[src/rtl/game_state_ctrl.sv]
// Frame-synchronous game supervisor: attract, countdown, play, hit/invulnerability, game over.
module game_state_ctrl #(
    parameter int unsigned MAX_LIVES     = 3,
    parameter int unsigned LIVES_W       = 2,
    parameter int unsigned SCORE_W       = 8,
    parameter int unsigned KILL_POINTS   = 1,
    parameter int unsigned INVULN_FRAMES = 60,
    parameter int unsigned START_FRAMES  = 30,
    parameter int unsigned FLASH_HALF    = 4
) (
    input  logic               clk,
    input  logic               rst_n,
    input  logic               frame_end,
    input  logic               player_hit,
    input  logic               sword_hit,
    input  logic               sheep_eaten,
    input  logic               start_btn,
    output logic [2:0]         state,
    output logic [LIVES_W-1:0] lives,
    output logic [SCORE_W-1:0] score,
    output logic               game_active,
    output logic               player_visible,
    output logic               entity_reset,
    output logic               dragon_grow
);

    localparam int unsigned CNT_MAX = (INVULN_FRAMES > START_FRAMES) ? INVULN_FRAMES : START_FRAMES;
    localparam int unsigned CNT_W   = $clog2(CNT_MAX + 1);
    localparam int unsigned FLASH_W = (FLASH_HALF > 1) ? $clog2(FLASH_HALF) : 1;
    localparam int unsigned SUM_W   = SCORE_W + 1;

    typedef enum logic [2:0] {
        S_IDLE  = 3'd0,
        S_START = 3'd1,
        S_PLAY  = 3'd2,
        S_HIT   = 3'd3,
        S_OVER  = 3'd4
    } state_t;

    state_t               state_q, state_d;
    logic [LIVES_W-1:0]   lives_d;
    logic [SCORE_W-1:0]   score_d;
    logic [CNT_W-1:0]     cnt_q, cnt_d;
    logic [FLASH_W-1:0]   flash_q, flash_d;
    logic                 visible_d, active_d, ereset_d, grow_d;

    logic                 sync1, sync2, sync_prev;
    logic                 start_edge, start_lat, start_any;
    logic                 hit_lat, sword_lat, sheep_lat;
    logic                 hit_any, sword_any, sheep_any;
    logic [SUM_W-1:0]     score_sum;
    logic [SCORE_W-1:0]   score_sat;

    assign state = state_q;

    // Start button synchroniser and previous-value flop for edge detection
    always_ff @(posedge clk) begin
        if (!rst_n) begin
            sync1     <= 1'b0;
            sync2     <= 1'b0;
            sync_prev <= 1'b0;
        end else begin
            sync1     <= start_btn;
            sync2     <= sync1;
            sync_prev <= sync2;
        end
    end

    assign start_edge = sync2 & ~sync_prev;

    // Sticky per-frame latches, cleared when the frame is evaluated
    always_ff @(posedge clk) begin
        if (!rst_n || frame_end) begin
            start_lat <= 1'b0;
            hit_lat   <= 1'b0;
            sword_lat <= 1'b0;
            sheep_lat <= 1'b0;
        end else begin
            start_lat <= start_lat | start_edge;
            hit_lat   <= hit_lat   | player_hit;
            sword_lat <= sword_lat | sword_hit;
            sheep_lat <= sheep_lat | sheep_eaten;
        end
    end

    // Events arriving on the frame_end cycle belong to the frame that is ending
    assign start_any = start_lat | start_edge;
    assign hit_any   = hit_lat   | player_hit;
    assign sword_any = sword_lat | sword_hit;
    assign sheep_any = sheep_lat | sheep_eaten;

    // Saturating score increment; the carry bit flags overflow past all-ones
    assign score_sum = {1'b0, score} + SUM_W'(KILL_POINTS);
    assign score_sat = score_sum[SCORE_W] ? {SCORE_W{1'b1}} : score_sum[SCORE_W-1:0];

    // State and output registers
    always_ff @(posedge clk) begin
        if (!rst_n) begin
            state_q        <= S_IDLE;
            lives          <= LIVES_W'(MAX_LIVES);
            score          <= '0;
            cnt_q          <= '0;
            flash_q        <= '0;
            player_visible <= 1'b1;
            game_active    <= 1'b0;
            entity_reset   <= 1'b0;
            dragon_grow    <= 1'b0;
        end else begin
            state_q        <= state_d;
            lives          <= lives_d;
            score          <= score_d;
            cnt_q          <= cnt_d;
            flash_q        <= flash_d;
            player_visible <= visible_d;
            game_active    <= active_d;
            entity_reset   <= ereset_d;
            dragon_grow    <= grow_d;
        end
    end

    // Next-state and output logic, evaluated only on frame_end
    always_comb begin
        state_d   = state_q;
        lives_d   = lives;
        score_d   = score;
        cnt_d     = cnt_q;
        flash_d   = flash_q;
        visible_d = player_visible;
        active_d  = game_active;
        ereset_d  = 1'b0;
        grow_d    = 1'b0;

        if (frame_end) begin
            case (state_q)
                S_IDLE, S_OVER: begin
                    if (start_any) begin
                        state_d   = S_START;
                        lives_d   = LIVES_W'(MAX_LIVES);
                        score_d   = '0;
                        cnt_d     = CNT_W'(START_FRAMES);
                        ereset_d  = 1'b1;
                        visible_d = 1'b1;
                        active_d  = 1'b0;
                    end
                end

                S_START: begin
                    if (cnt_q <= CNT_W'(1)) begin
                        state_d  = S_PLAY;
                        cnt_d    = '0;
                        active_d = 1'b1;
                    end else begin
                        cnt_d = cnt_q - CNT_W'(1);
                    end
                end

                S_PLAY: begin
                    if (sword_any) score_d = score_sat;
                    if (sheep_any) grow_d = 1'b1;
                    if (hit_any) begin
                        if (lives > LIVES_W'(1)) begin
                            lives_d   = lives - LIVES_W'(1);
                            state_d   = S_HIT;
                            cnt_d     = CNT_W'(INVULN_FRAMES);
                            flash_d   = '0;
                            visible_d = 1'b0;
                        end else begin
                            lives_d  = '0;
                            state_d  = S_OVER;
                            active_d = 1'b0;
                        end
                    end
                end

                S_HIT: begin
                    if (sword_any) score_d = score_sat;
                    if (sheep_any) grow_d = 1'b1;
                    if (cnt_q <= CNT_W'(1)) begin
                        state_d   = S_PLAY;
                        cnt_d     = '0;
                        visible_d = 1'b1;
                    end else begin
                        cnt_d = cnt_q - CNT_W'(1);
                        if (flash_q == FLASH_W'(FLASH_HALF - 1)) begin
                            flash_d   = '0;
                            visible_d = ~player_visible;
                        end else begin
                            flash_d = flash_q + FLASH_W'(1);
                        end
                    end
                end

                default: begin
                    state_d   = S_IDLE;
                    cnt_d     = '0;
                    visible_d = 1'b1;
                    active_d  = 1'b0;
                end
            endcase
        end
    end

endmodule
[config.mk]
export PLATFORM = sky130hd
export DESIGN_NAME = game_state_ctrl
export DESIGN_NICKNAME = d
export VERILOG_FILES = /design/src/rtl/game_state_ctrl.sv
export SDC_FILE = /design/constraint.sdc
export NUM_CORES = 1
export LEC_CHECK = 0
export ABC_AREA = 0
export CAP_MARGIN = 0
export CORE_MARGIN = 4
export CORE_UTILIZATION = 48
export CTS_BUF_LIST = sky130_fd_sc_hd__clkbuf_4
export DETAILED_ROUTE_END_ITERATION = 8
export MAX_ROUTING_LAYER = met4
export PLACE_DENSITY = 0.73
export SLEW_MARGIN = 20
export SYNTH_ARGS = -nofsm -noshare
export SYNTH_HDL_FRONTEND = slang
export SYNTH_SLANG_ARGS = --single-unit
[constraint.sdc]
create_clock -name clk -period 3.15 [get_ports clk]
set_input_delay 0.63 -clock clk [delete_from_list [all_inputs] [get_ports clk]]
set_output_delay 0.63 -clock clk [all_outputs]
set_load 0.02 [all_outputs]
==> Word-level counts from Yosys, hierarchy flattened <==
Cells that the tools add are included.
W data, S select, Z words.
{ "classes": {"addsub": 4, "n_mul": 0, "n_div": 0, "magnitude_cmp": 2, "eq_ne": 14, "shifts": 0, "mux": 36, "bitwise": 9, "n_reduce_logical": 18} }
{ "op_table": {"columns": ["op", "count"], "rows": [
  ["$mux W6", 4],
  ["$mux W8", 3],
  ["$pmux W6 S3", 1],
  ["$pmux W8 S2", 1],
  ["$reduce_and A4 Y1", 4],
  ["$mux W2", 7],
  ["$mux W3", 4],
  ["$ne A2 B2 Y1 const B", 6],
  ["$reduce_and A6 Y1", 2],
  ["$mux W1", 11],
  ["$add A8 B1 Y9 const B", 1],
  ["$pmux W3 S3", 1],
  ["$pmux W1 S4", 2],
  ["$pmux W2 S2", 2],
  ["$eq A3 B2 Y1 const B", 2],
  ["$le A6 B1 Y1 const B", 1],
  ["$reduce_and A3 Y1", 2],
  ["$reduce_bool A2 Y1", 3],
  ["$reduce_or A2 Y1", 3],
  ["$sub A6 B1 Y6 const B", 1],
  ["$reduce_and A5 Y1", 1],
  ["$ne A2 B1 Y1 const B", 2],
  ["$not A1 Y1", 4],
  ["$or A1 B1 Y1", 4],
  ["11 further kinds", 11]
]} }
{ "word_totals": {"register_bits": 32, "latchBits": 0, "mem_bits_rw": 0, "romBits": 0, "out_inout_bits": 17, "wordCells": 99, "n_memories": 0} }

==> Logic depth before layout (Yosys ltp) <==
{ "logic_depth": {"ltp_word": 5, "ltp_mapped": 7, "ltp_nobuf": 7} }

==> Worst setup path before layout <==
No wires, ideal clock.
{ "synth_timing": {"path_type": "register to register", "start": "register state_q[2] (netlist: state[2])", "end": "register player_visible", "setup_time_ns": 0.123, "arrival_ns": 1.752, "required_time_ns": 3.027, "slack_ns": 1.275, "path_stages_with_launch": 7, "path_buffers": 1, "period_less_slack_ns": 1.875, "cell_sequence": "dfxtp_1 buf_2 nand2b_1 nor2_1 a21oi_1 a21boi_1 mux2_1"} }
{ "synth_between": {"elab_chain_len": 4, "word_cells_on_any_way": 13, "cone_classes": "eq/ne (8); mux (1); bitwise (1); reduce/logical (3)"} }
{ "synth_lines": {"columns": ["item", "line_no", "text"], "rows": [
  ["start: declaration", "40", "state_t state_q, state_d;"],
  ["start signal: assignment", "109", "state_q <= state_d;"],
  ["$eq A3 B3 Y1 / $logic_not A3 Y1 (equally long branches)", "134", "case (state_q)"],
  ["$reduce_or A2 Y1", "134", null],
  ["$ne A2 B2 Y1 (no source line)", null, null],
  ["$reduce_and A6 Y1 (no source line)", null, null],
  ["end signal: assignment", "114", "player_visible <= visible_d;"],
  ["end: declaration", "22", "output logic player_visible,"]
]} }
Several ways; a longest one is shown, not always the timed one.
A chain may end at the register's enable or synchronous reset.

==> Worst setup path in the final report <==
{ "layout_timing": {"start": "register state_q[0] (netlist: state[0])", "end": "output port state[0]"} }
{ "layout_rtl": {"columns": ["item", "line_no", "text"], "rows": [
  ["end: declaration", "18", "output logic [2:0] state,"]
]} }
No word-level cell between the ends.

==> impl_metrics.yaml <==
status:
  status: "finished, final reports clean"
synth:
  synth_edf_count: 0
  ys.flop_type: "dfxtp_1"
  syn-num-nets: 203
  yosysSeqAreaShare_pct: 40.0
  synthTopCellsByArea: "dfxtp_1 40%, o21ai_0 6.6%, nor2_1 4.7%"
  netlist.area_leader.share_pct: 40.0
  synth_cell_type_count: 47
  synth_top_area_cell: "dfxtp_1"
  syn_area_sq_mm: 0.00160
  synth.yosys.warnings: 0
  async_reset_ff_share_pct: 0
  synth_seq_cells: 32
  synthCells: 192
  syn_avg_cell_area_sq_um: 8.33
place:
  io_buffers: 23
  gp_congestion: 0.840
  placed_area_sq_mm: 0.00187
  dp.final_hpwl_microns: 2790
  dp.cells: 253
cells_and_area:
  nets: 227
  fin_area_sq_mm: 0.00192
  area_growth_pct: 19.9
  drive_gt1_share_pct: 7.87
  nFillCells: 296
  num_antenna_cells: 0
  stdcell_count: 260
  most-common-layout-cells: "32 x dfxtp_1, 23 x clkdlybuf4s50_1, 21 x o21ai_0"
  final_common_cell: "dfxtp_1"
clock_tree:
  cts_sinks: 32
  cts-buffers-inserted: 5
  cts_tree: "yes"
  cts_setup_buffers: 0
  path_clk_slew_ns: 0.09
  ctsLongestPathBuffers: 2
  htreeDepth: 2
  hold_buffers: 0
  clock_latency_ns: 0.33
  cts.repair.resized: 0
  cts_root_buffer: "clkbuf_4"
sta:
  finClkSkew_ns: 0.00813
  period_needed_ns: 2.41
  period_share_pct: 76.5
  slew_viol_final: 0
  setup-tns-final_ns: 0
  hold_viol: 0
  tightest_slew_ns: 0.659
  fmax_mhz: 415
  holdWs_ns: 0.448
  setup_viol: 0
  rsz0062_at_grt: "false"
  relSlewSlack_pct: 55.8
power_and_ir_drop:
  power_density_mw_per_mm2: 474
  ir_worst_vdd_mv: 0.282
  leakagePower_nw: 0.738
global_route:
  grt_pass1_vias: 1432
  grtUsageTotal_pct: 19.9
  overflow: 0
  grt_pass1_wl_microns: 6560
  grt_max_degree: 25
  antenna_found_initial: 0
floorplanning:
  die_w_microns: 65.7
  die_y_microns: 65.7
  rows: 20
  fp.coreArea_sq_mm: 0.00313
  die_area_sq_mm: 0.00432
  initial_core_util_pct: 51.2
  boundaryPins: 24
critical_path:
  cp_slowest_cell: "clkdlybuf4s50_1"
  path_cells: "clkdlybuf4s50_1"
  cp-end-kind: "output port"
  required_ns: 2.52
  critical_path.max_fanout: 18
  critPathTopFamily: "buffers and inverters"
  path_class: "flop to output port"
  worstPathArrival_ns: 1.78
  start_kind: "flop"
  crit_buf_inv: 1
  crit_path_max_incr_delay_ns: 0.73
drt:
  routedWlPerCell_microns: 14.6
  drt-total-wl_microns: 3810
  route.detailed.drc: 0
  drtIter0Drc: 153
  dr.pass1.iters: 4
  viasPerCell: 5.77
  final_antenna_net_count: 0
  num_vias: 1499
job:
  drv_cap: 0
hold_path:
  worst_hold_path_type: "flop to flop"
-- worst paths after layout --
check        startpoint             end  slack [ns]  cells past startpoint
max            state[0]        state[0]        0.74                      1
max reg2reg    state[2]  player_visible        1.00                      5
min reg2reg       sync1           sync2        0.45                      1
min               sync1           sync2        0.45                      1
-- registers in the layout, indices dropped and copies added, names as in the netlist, 2 cells and up --
signal,cells
state,3
score,8
lives,2
cnt_q,6
flash_q,2
-- where the power goes --
part	switching, W	internal [W]
combinational	0.000125	0.0000955
clock	0.000133	0.0000907
sequential	0.0000374	0.000427
-- cell usage after synthesis, drive strengths merged (3+ instances only) --
master  instances
and2            3
nand2          16
ha              4
nor2b           4
dfxtp          32
o41ai           5
nor2           20
a211oi          4
a32o            3
mux2i           4
clkbuf          6
and3            5
inv             9
nand3           6
nor3            4
o21ai          23
a21oi          11
-- metal layers --
metal  track usage (%)  routed length (microns)  share of wire, %
met1              25.9                     1800                47
met2              30.5                     1760                46
met3              4.10                      184               4.8
met4              7.25                       58               1.5
met5                 -                        0                 0
-- cells by family after synthesis --
logic type                 synth area share (%)
and+or+nand+nor                            21.0
buffers and inverters                      4.14
AOI/OAI and AO/OA                          28.5
DFF                                        40.0
adders and majority gates                  3.13
muxes                                      3.21
-- metrics by stage --
stage                     setup WS [ns]  power [W]  util (%)
after floorplan                    1.27   0.000623         -
after global placement            0.705   0.000683      59.7
after detailed placement          0.627   0.000691      59.7
after CTS                         0.735   0.000907      61.3
after global routing              0.628   0.000958      61.3
final                             0.741   0.000909      61.3
-- cell type report --
class	instances	area (sq um)	share of cell area [%]
multi-input combinational	143	893	46.6
sequential	32	641	33.4
timing repair buffer	25	245	12.8
tap	44	55.1	2.87
clock buffer	6	45.0	2.35
inverter	9	33.8	1.76
clock inverter	1	5.00	0.261
Power figures use the tool's default switching activity.
